<file path="src/rtl/conv_mac_pkg.sv">
// Shared constants, helper function and pipeline stage records for conv_mac_sched.
// Contents:
//   DIN0_WIDTH / DIN1_WIDTH / PROD_WIDTH / ACC_WIDTH : default datapath widths
//   ID_MAX_WIDTH : tag width that covers the largest supported requester count (8)
//   clog2()      : ceiling log2 for parameter derivation
//   s1_t / s2_t  : operand stage and product stage records
package conv_mac_pkg;

  localparam int unsigned DIN0_WIDTH   = 16;
  localparam int unsigned DIN1_WIDTH   = 8;
  localparam int unsigned PROD_WIDTH   = DIN0_WIDTH + DIN1_WIDTH;
  localparam int unsigned ACC_WIDTH    = 32;
  localparam int unsigned MAX_REQ      = 8;
  localparam int unsigned ID_MAX_WIDTH = 3;

  function automatic int unsigned clog2(input int unsigned n);
    int unsigned r;
    r = 0;
    for (int unsigned v = n - 1; v > 0; v = v >> 1) begin
      r++;
    end
    return r;
  endfunction

  typedef struct packed {
    logic signed [DIN0_WIDTH-1:0] din0;
    logic signed [DIN1_WIDTH-1:0] din1;
    logic [ID_MAX_WIDTH-1:0]      id;
    logic                         last;
    logic                         v;
  } s1_t;

  typedef struct packed {
    logic signed [PROD_WIDTH-1:0] prod;
    logic [ID_MAX_WIDTH-1:0]      id;
    logic                         last;
    logic                         v;
  } s2_t;

endpackage

</file>
<file path="src/rtl/conv_mac_sched_if.sv">
// Requester and result handshake bundle for conv_mac_sched.
// Signals:
//   req_valid/req_ready/req_last [NUM_REQ]  per-requester handshake and end-of-stream flag
//   req_din0 [NUM_REQ*DIN0_WIDTH]            signed data, slice i belongs to requester i
//   req_din1 [NUM_REQ*DIN1_WIDTH]            signed coefficients, slice i belongs to requester i
//   res_valid/res_ready                      result handshake
//   res_id [ID_WIDTH], res_data [ACC_WIDTH]  tagged dot product
// Modports: master = requesters + result sink, slave = the scheduler.
interface conv_mac_sched_if
  import conv_mac_pkg::*;
#(
  parameter int unsigned NUM_REQ  = 4,
  parameter int unsigned ID_WIDTH = clog2(NUM_REQ)
);

  logic [NUM_REQ-1:0]            req_valid;
  logic [NUM_REQ-1:0]            req_ready;
  logic [NUM_REQ*DIN0_WIDTH-1:0] req_din0;
  logic [NUM_REQ*DIN1_WIDTH-1:0] req_din1;
  logic [NUM_REQ-1:0]            req_last;
  logic                          res_valid;
  logic                          res_ready;
  logic [ID_WIDTH-1:0]           res_id;
  logic [ACC_WIDTH-1:0]          res_data;

  modport master (
    output req_valid, req_din0, req_din1, req_last, res_ready,
    input  req_ready, res_valid, res_id, res_data
  );

  modport slave (
    input  req_valid, req_din0, req_din1, req_last, res_ready,
    output req_ready, res_valid, res_id, res_data
  );

endinterface

</file>
<file path="src/rtl/conv_mul_core.sv">
// Purely combinational signed multiplier, isolated so it maps onto a single DSP block.
// Ports:
//   i_din0 [DIN0_WIDTH]  signed data operand
//   i_din1 [DIN1_WIDTH]  signed coefficient
//   o_prod [PROD_WIDTH]  signed product
module conv_mul_core #(
  parameter int unsigned DIN0_WIDTH = 16,
  parameter int unsigned DIN1_WIDTH = 8,
  parameter int unsigned PROD_WIDTH = 24
) (
  input  logic signed [DIN0_WIDTH-1:0] i_din0,
  input  logic signed [DIN1_WIDTH-1:0] i_din1,
  output logic signed [PROD_WIDTH-1:0] o_prod
);

  // Both operands sign-extended to the full product width; the exact product always fits.
  assign o_prod = PROD_WIDTH'(i_din0) * PROD_WIDTH'(i_din1);

endmodule

</file>
<file path="src/rtl/conv_mac_sched.sv">
// Round-robin scheduler sharing one signed multiplier between NUM_REQ convolution requesters.
// Each requester streams operand pairs ending with a last flag; products are accumulated in a
// private per-requester accumulator and one tagged dot product is returned per stream.
// Ports:
//   ap_clk    sole clock, rising edge
//   ap_rst_n  asynchronous active-low reset
//   bus       conv_mac_sched_if slave: requester handshakes in, result handshake out
// Pipeline: arbiter -> S1 (operands) -> multiplier -> S2 (product) -> accumulate / output register.
module conv_mac_sched
  import conv_mac_pkg::*;
#(
  parameter int unsigned NUM_REQ  = 4,
  parameter int unsigned ID_WIDTH = clog2(NUM_REQ)
) (
  input  logic            ap_clk,
  input  logic            ap_rst_n,
  conv_mac_sched_if.slave bus
);

  // Accumulator array sized to the full tag range so any id indexes in bounds.
  localparam int unsigned NUM_ACC = 1 << ID_WIDTH;

  s1_t                         r_s1;
  s2_t                         r_s2;
  logic [ID_WIDTH-1:0]         r_rr;
  logic signed [ACC_WIDTH-1:0] r_acc [NUM_ACC];
  logic                        r_res_valid;
  logic [ID_WIDTH-1:0]         r_res_id;
  logic signed [ACC_WIDTH-1:0] r_res_data;

  logic [NUM_REQ-1:0]          w_grant;
  logic [ID_WIDTH-1:0]         w_gnt_id;
  logic [ID_WIDTH-1:0]         w_idx;
  logic                        w_gnt_any;
  logic                        w_s2_block;
  logic                        w_s1_free;
  logic                        w_xfer;
  logic signed [DIN0_WIDTH-1:0] w_din0;
  logic signed [DIN1_WIDTH-1:0] w_din1;
  logic                        w_last;
  logic signed [PROD_WIDTH-1:0] w_prod;
  logic [ID_WIDTH-1:0]         w_id;
  logic signed [ACC_WIDTH-1:0] w_prod_ext;
  logic signed [ACC_WIDTH-1:0] w_sum;
  logic                        w_retire;

  // Round-robin search: first valid requester at or after r_rr wins.
  always_comb begin
    w_grant   = '0;
    w_gnt_id  = '0;
    w_idx     = '0;
    w_gnt_any = 1'b0;
    for (int unsigned k = 0; k < NUM_REQ; k++) begin
      w_idx = ID_WIDTH'((32'(r_rr) + k) % NUM_REQ);
      if (!w_gnt_any && bus.req_valid[w_idx]) begin
        w_grant[w_idx] = 1'b1;
        w_gnt_id       = w_idx;
        w_gnt_any      = 1'b1;
      end
    end
  end

  // Only a last entry facing a full, unaccepted output register can stall the pipe.
  assign w_s2_block = r_s2.v & r_s2.last & r_res_valid & ~bus.res_ready;
  assign w_s1_free  = ~r_s1.v | ~w_s2_block;
  assign w_xfer     = w_gnt_any & w_s1_free;

  assign bus.req_ready = w_grant & {NUM_REQ{w_s1_free & ap_rst_n}};

  assign w_din0 = bus.req_din0[32'(w_gnt_id)*DIN0_WIDTH +: DIN0_WIDTH];
  assign w_din1 = bus.req_din1[32'(w_gnt_id)*DIN1_WIDTH +: DIN1_WIDTH];
  assign w_last = bus.req_last[w_gnt_id];

  conv_mul_core #(
    .DIN0_WIDTH(DIN0_WIDTH),
    .DIN1_WIDTH(DIN1_WIDTH),
    .PROD_WIDTH(PROD_WIDTH)
  ) u_mul (
    .i_din0(r_s1.din0),
    .i_din1(r_s1.din1),
    .o_prod(w_prod)
  );

  assign w_id       = r_s2.id[ID_WIDTH-1:0];
  assign w_prod_ext = ACC_WIDTH'($signed(r_s2.prod));
  assign w_sum      = r_acc[w_id] + w_prod_ext;
  assign w_retire   = r_s2.v & ~w_s2_block;

  always_ff @(posedge ap_clk or negedge ap_rst_n) begin
    if (!ap_rst_n) begin
      r_rr        <= '0;
      r_s1        <= '0;
      r_s2        <= '0;
      r_res_valid <= 1'b0;
      r_res_id    <= '0;
      r_res_data  <= '0;
      for (int unsigned i = 0; i < NUM_ACC; i++) begin
        r_acc[i] <= '0;
      end
    end else begin
      if (w_xfer) begin
        r_rr <= ID_WIDTH'((32'(w_gnt_id) + 1) % NUM_REQ);
      end

      if (w_s1_free) begin
        r_s1.v    <= w_xfer;
        r_s1.din0 <= w_din0;
        r_s1.din1 <= w_din1;
        r_s1.id   <= ID_MAX_WIDTH'(w_gnt_id);
        r_s1.last <= w_last;
      end

      if (!w_s2_block) begin
        r_s2.v    <= r_s1.v;
        r_s2.prod <= w_prod;
        r_s2.id   <= r_s1.id;
        r_s2.last <= r_s1.last;
      end

      // Accept frees the output register; a retiring last entry may refill it on the same edge.
      if (bus.res_ready) begin
        r_res_valid <= 1'b0;
      end

      if (w_retire) begin
        if (r_s2.last) begin
          r_res_valid  <= 1'b1;
          r_res_id     <= w_id;
          r_res_data   <= w_sum;
          r_acc[w_id]  <= '0;
        end else begin
          r_acc[w_id]  <= w_sum;
        end
      end
    end
  end

  assign bus.res_valid = r_res_valid;
  assign bus.res_id    = r_res_id;
  assign bus.res_data  = r_res_data;

endmodule

</file>
<file path="src/flat_wrapper.sv">
// flat-port wrapper written by rule: the top's interface ports become plain ports
module conv_mac_sched_flat import conv_mac_pkg::*;
#(
  parameter int unsigned NUM_REQ  = 4,
  parameter int unsigned ID_WIDTH = clog2(NUM_REQ)
)
  (ap_clk, ap_rst_n, bus_req_valid, bus_req_din0, bus_req_din1, bus_req_last, bus_res_ready, bus_req_ready, bus_res_valid, bus_res_id, bus_res_data);
  conv_mac_sched_if #(.NUM_REQ(NUM_REQ), .ID_WIDTH(ID_WIDTH)) bus_i ();
  input  logic ap_clk;
  input  logic ap_rst_n;
  input wire logic [$bits(bus_i.req_valid)-1:0] bus_req_valid;
  input wire logic [$bits(bus_i.req_din0)-1:0] bus_req_din0;
  input wire logic [$bits(bus_i.req_din1)-1:0] bus_req_din1;
  input wire logic [$bits(bus_i.req_last)-1:0] bus_req_last;
  input wire logic [$bits(bus_i.res_ready)-1:0] bus_res_ready;
  output wire logic [$bits(bus_i.req_ready)-1:0] bus_req_ready;
  output wire logic [$bits(bus_i.res_valid)-1:0] bus_res_valid;
  output wire logic [$bits(bus_i.res_id)-1:0] bus_res_id;
  output wire logic [$bits(bus_i.res_data)-1:0] bus_res_data;
  assign bus_i.req_valid = bus_req_valid;
  assign bus_i.req_din0 = bus_req_din0;
  assign bus_i.req_din1 = bus_req_din1;
  assign bus_i.req_last = bus_req_last;
  assign bus_i.res_ready = bus_res_ready;
  assign bus_req_ready = bus_i.req_ready;
  assign bus_res_valid = bus_i.res_valid;
  assign bus_res_id = bus_i.res_id;
  assign bus_res_data = bus_i.res_data;
  conv_mac_sched #(.NUM_REQ(NUM_REQ), .ID_WIDTH(ID_WIDTH)) u_core (.ap_clk(ap_clk), .ap_rst_n(ap_rst_n), .bus(bus_i));
endmodule
</file>
<file path="config.mk">
export PLATFORM = sky130hd
export DESIGN_NAME = conv_mac_sched_flat
export DESIGN_NICKNAME = d
export VERILOG_FILES = /design/src/rtl/conv_mac_pkg.sv /design/src/rtl/conv_mac_sched_if.sv /design/src/rtl/conv_mul_core.sv /design/src/rtl/conv_mac_sched.sv /design/src/flat_wrapper.sv
export SDC_FILE = /design/constraint.sdc
export NUM_CORES = 1
export LEC_CHECK = 0
export BUFFER_PORTS_ARGS = -buffer_cell sky130_fd_sc_hd__buf_2
export CAP_MARGIN = 15
export CORE_AREA = 2 2 224 226
export DETAILED_ROUTE_END_ITERATION = 8
export DIE_AREA = 0 0 226 228
export HOLD_SLACK_MARGIN = 0.03
export REMOVE_ABC_BUFFERS = 1
export SLEW_MARGIN = 25
export SYNTH_ARGS = -nofsm -noshare
export SYNTH_HDL_FRONTEND = slang
export SYNTH_SLANG_ARGS = --single-unit
</file>
<file path="constraint.sdc">
create_clock -name ap_clk -period 5 [get_ports ap_clk]
set_input_delay 0.5 -clock ap_clk [delete_from_list [all_inputs] [get_ports ap_clk]]
set_output_delay 0.5 -clock ap_clk [all_outputs]
set_load 0.02 [all_outputs]
</file>
# --- After elaboration in Yosys (flattened, before gate mapping) ---
# Index checks and enable logic that the tools add are counted.
totals:
  ff_bits: 221
  latch_bits: 0
  mem_bits_rw: 0
  mem_bits_ro: 0
  in_bits: 107
  out_inout_bits: 39
  elab_cells: 105
  n_memories: 0
op_classes:
  n_addsub: 5
  mul: 1
  div_mod_pow: 0
  magnitude_cmp: 11
  eq_ne: 0
  shift: 2
  n_mux: 40
  bitwise: 17
  reduce_logical: 12
op_table:
  columns: ["operator", "n"]
  rows:
  - ["bitwise AND 128 bit", 1]
  - ["bitwise mux 128 bit", 1]
  - ["two-way mux 128 bit", 1]
  - ["inverter 128 bit", 1]
  - ["two-way mux 32 bit", 3]
  - ["binary-select mux 32 bit (select 2 bit)", 1]
  - ["demux 32 bit (select 2 bit)", 1]
  - ["indexed part select 64 x 7 -> 16 bit", 1]
  - ["adder 32 x 24 -> 32 bit", 1]
  - ["indexed part select 32 x 6 -> 8 bit", 1]
  - ["multiplier 16 x 8 -> 24 bit", 1]
  - ["two-way mux 1 bit", 16]
  - ["two-way mux 4 bit", 4]
  - ["< comparator 2 x 3 -> 1 bit, second input constant", 5]
  - ["bitwise OR 4 bit", 3]
  - ["binary-select mux 1 bit (select 2 bit)", 5]
  - ["demux 1 bit (select 2 bit)", 4]
  - [">= comparator 2 x 1 -> 1 bit, second input constant", 4]
  - ["logical AND 1 bit", 8]
  - ["two-way mux 2 bit", 4]
  - ["bitwise AND 1 bit", 6]
  - ["adder 2 x 1 -> 2 bit, second input constant", 2]
  - ["adder 2 bit, second input constant", 2]
  - ["bitwise AND 4 bit", 1]
  - ["other kinds (7)", 11]

# --- Depth between registers and ports, before layout ---
depth:
  ltp_word: 14
  mapped_depth: 19
  depth_no_buf: 19

# --- By module ---
# A second synthesis with hierarchy kept.
hier_totals:
  cells_unflattened: 1614
  area_unflattened_um2: 16344.4
modules_own_cells:
  columns: ["mod", "instances", "cells_per_inst", "area_per_inst_um2", "seq_area_each_um2"]
  rows:
  - ["conv_mac_sched", 1, 1073, 11672.4, 5530.3]
  - ["conv_mul_core", 1, 541, 4672.0, 0.0]

# --- Least setup slack after synthesis ---
# No wires, ideal clock.
synth_timing:
  path_type: "register -> register"
  startpoint: "reg u_core.r_s1[12] in the netlist's numbering"
  endpoint: "reg u_core.r_s2[27] in the netlist's numbering"
  setup_time_ps: 137
  t_arrival_ps: 4714
  t_required_ps: 4863
  setup_slack_ps: 149
  stages_incl_launch_ff: 19
  path_buffers: 1
  period_less_slack_ps: 4851
  cell_sequence: "dfrtp_1 -> inv_1 -> clkbuf_1 -> fa_1 -> fa_1 -> inv_1 -> fa_1 -> inv_1 -> fa_1 -> inv_1 -> ha_1 -> o21a_1 -> o31a_1 -> o21bai_1 -> a21oi_1 -> o41ai_1 -> o21ai_0 -> xnor2_1 -> a21oi_1"
synth_between:
  elab_chain_cells: 1
synth_rtl:
  columns: ["item", "line_no", "source"]
  rows:
  - ["start: declaration", "conv_mac_sched.sv:23", "s1_t r_s1;"]
  - ["multiplier 16 x 8 -> 24 bit", "conv_mul_core.sv:17", "assign o_prod = PROD_WIDTH'(i_din0) * PROD_WIDTH'(i_din1);"]
  - ["end: declaration", "conv_mac_sched.sv:24", "s2_t r_s2;"]
# No other way between the ends.
# A chain may end at the register's enable or synchronous reset.

# --- Final worst setup path ---
layout_timing:
  startpoint: "reg u_core.r_s1[7] in the netlist's numbering"
  endpoint: "reg u_core.r_s2[26] in the netlist's numbering"
# The elaborated chain is that of the path after synthesis.

==> flow_metrics.tcl <==
set metrics [dict create \
    status "completed" \
    yosysUniqueCellTypes 68 \
    cts_buffer_depth 3 \
    drtIter0Drc 787 \
    gp_congestion 0.901 \
    path_delay_family "adder cells" \
    final.min_clock_period_ns 4.79 \
    post-route-period-util_pct 95.8 \
    path_max_fanout 7 \
    dp_hpwl_mm 31.7 \
    ff_latch_area_sq_um 5550 \
    track_usage_pct 16.8 \
    initial_utilization_pct 34.5 \
    root_buffer "clkbuf_16" \
    clock_sinks 221 \
    die_h_microns 228 \
    vias 13600 \
    crit_slowest_cell "fa_1" \
    diodes 0 \
    htreeDepth 1 \
    grt_pass1_vias 13400 \
    slew_viol_final 0 \
    grt_max_degree 134 \
    synth_area_per_cell_sq_um 9.42 \
    via_per_inst 5.23 \
    routed_wl_mm 43.4 \
    async_reset_ff_share_pct 100 \
    clk_latency_ns 0.57 \
    final_common_cell "nand2_1" \
    ys_seq_area_share_pct 32.5 \
    path_clk_slew_ns 0.06 \
    core_area_sq_um 49300 \
    rsz0062_at_grt "false" \
    rows 82 \
    cts_buffers 25 \
    synth_edf_count 0 \
    route.detailed.drc 0 \
    maxCapViolCount 0 \
    final_layout_size_suffix_gt1_share_pct 17.0 \
    yosys_register_bits 221 \
    hp-class "in2reg" \
    antenna_found_initial 0 \
    max_freq_ghz 0.209 \
    yosys_warnings 0 \
    cts_tree "built" \
    placed_cell_area_sq_um 18500 \
    final_area_sq_um 19400 \
    die_w_microns 226 \
    tightest_slew_ns 0.928 \
    fill_cells 4881 \
    synth.cell_area_sq_um 17000 \
    overflow 0 \
    nets 2210 \
    ios 146 \
    numPortBuffers 145 \
    synthToLayoutAreaGrowth_pct 13.9 \
    end_kind "flip-flop" \
    multi_input_area_sq_um 10600 \
    final_util_pct 39.3 \
    critPathMostFrequentCell "fa_1" \
    worstPathCellList "clkbuf_2 -> and2_1 -> fa_1 -> inv_1 -> fa_1 -> fa_1 -> fa_1 -> inv_1 -> ha_1 -> a21o_1 -> a21oi_1 -> nor2_1 -> o41ai_1 -> o21ai_1 -> o31ai_2 -> xor2_1 -> a21oi_1" \
    setup_viol 0 \
    grt_pass1_wl_mm 71.0 \
    critPathKind "reg2reg" \
    worstPathBufferInverterCount 3 \
    dr.pass1.iters 5 \
    fin_setup_tns_ns 0 \
    final_hold_viol_count 0 \
    fin_skew_ns 0.0253 \
    worst_setup_path_start_kind "flip-flop" \
    wl_per_cell_microns 16.7 \
    syn-instance-count 1809 \
    dieArea_sq_um 51500 \
    cpPeakStageDelay_ns 0.53 \
    synth_ff_type "dfrtp_1" \
    cp.arrival_ns 5.19 \
    layout_common_cells "nand2_1, dfrtp_1, inv_1" \
    crit_required_ns 5.40 \
    antenna_left 0 \
    relSlewSlack_pct 37.9 \
]
-- layer usage --
layer	up-vias	track usage, %	wire length [microns]
li1	6552	-	-
met1	6589	23.3	20300
met2	426	27.5	19900
met3	61	2.65	2270
met4	0	3.99	984
met5	-	0	0
-- registers in the layout, indices dropped and copies added, names as in the netlist --
signal,flops
u_core.bus.res_valid,1
u_core.r_rr,2
u_core.bus.res_data,32
u_core.r_s2,28
u_core.bus.res_id,2
u_core.r_acc,128
u_core.r_s1,28
-- metrics by stage --
| step | instances | setup slack, ns | hold WS, ns |
|---|---|---|---|
| 4_1_cts | 2599 | 0.0369 | 0.290 |
| 5_1_grt | 2605 | 0.0117 | 0.359 |
| 3_3_place_gp | 2554 | 0.0917 | 0.393 |
| 3_5_place_dp | 2554 | 0.0530 | 0.395 |
| 6_report | 2605 | 0.208 | 0.322 |
| 2_1_floorplan | 1698 | -0.451 | 0.204 |
-- area by class of cell --
cell class,instances,area share (%)
Multi-Input combinational cell,1329,54.4
Sequential cell,221,28.6
Timing Repair Buffer,191,5.70
Tap cell,672,4.33
Clock buffer,39,3.91
Inverter,148,2.86
Clock inverter,5,0.251
-- synthesized netlist by cell type, types with 11 or more instances --
cell	number	area, sq um
a22o_1	42	368
o21ai_1	32	160
o21ai_0	99	495
o22ai_1	66	413
o31ai_1	52	390
a21oi_1	93	465
inv_1	148	556
mux2_2	21	236
mux4_2	35	788
a21o_1	19	143
mux2i_1	30	300
fa_1	104	2080
xnor2_1	24	210
buf_1	11	41.3
or3_1	20	125
and2_1	87	544
dfrtp_1	221	5530
ha_1	83	1040
nand2b_1	14	87.6
a221oi_1	18	158
xor2_1	30	263
nor2_1	94	353
nand2_1	218	818
nor3_1	27	135
clkbuf_1	88	330
or2_2	11	68.8
-- what timing repair did --
item / 4_1_cts / 5_1_grt
resized for setup: 0 / 14
hold buffers: 1 / 0
setup buffers: 0 / 6
setup endpoints to repair: 0 / 7
endpoints found under the hold margin: 28 / 0
-- cells by family (layout without fill, tap and decap cells) --
| group | count (synthesis) | count (layout) | share of synthesized area [%] |
|---|---|---|---|
| AO/OA/AOI/OAI | 487 | 487 | 18.5 |
| XOR/XNOR | 54 | 54 | 2.78 |
| adder cells (fa/ha/maj) | 187 | 187 | 18.3 |
| buffers and inverters | 259 | 383 | 6.00 |
| flip-flops | 221 | 221 | 32.5 |
| multiplexers | 86 | 86 | 7.78 |
| AND/OR/NAND/NOR | 515 | 515 | 14.2 |
-- path summary, 6_finish.rpt --
check,from,end,slack (ns),depth (start not counted)
max,u_core.r_s1[7],u_core.r_s2[26],0.21,17
min,bus_res_ready,u_core.bus.res_valid,0.32,3
max reg2reg,u_core.r_s1[7],u_core.r_s2[26],0.21,17
min reg2reg,u_core.r_acc[50],u_core.r_acc[50],0.47,2
max in group asynchronous,ap_rst_n,u_core.bus.res_data[7],3.53,3
min in group asynchronous,ap_rst_n,u_core.r_acc[39],0.40,2
-- worst register-to-register path, stage by stage (launching register included) --
cell and delay, ns:
dfrtp_2 0.47, clkbuf_2 0.18, and2_1 0.19, fa_1 0.53, inv_1 0.05, fa_1 0.49, fa_1 0.41, fa_1 0.52
inv_1 0.04, ha_1 0.35, a21o_1 0.21, a21oi_1 0.14, nor2_1 0.07, o41ai_1 0.31, o21ai_1 0.21, o31ai_2 0.24
xor2_1 0.17, a21oi_1 0.08
Power is left out: the tool's default activity adds up to more than one toggle a clock period on the data nets, which glitch-free logic cannot reach.
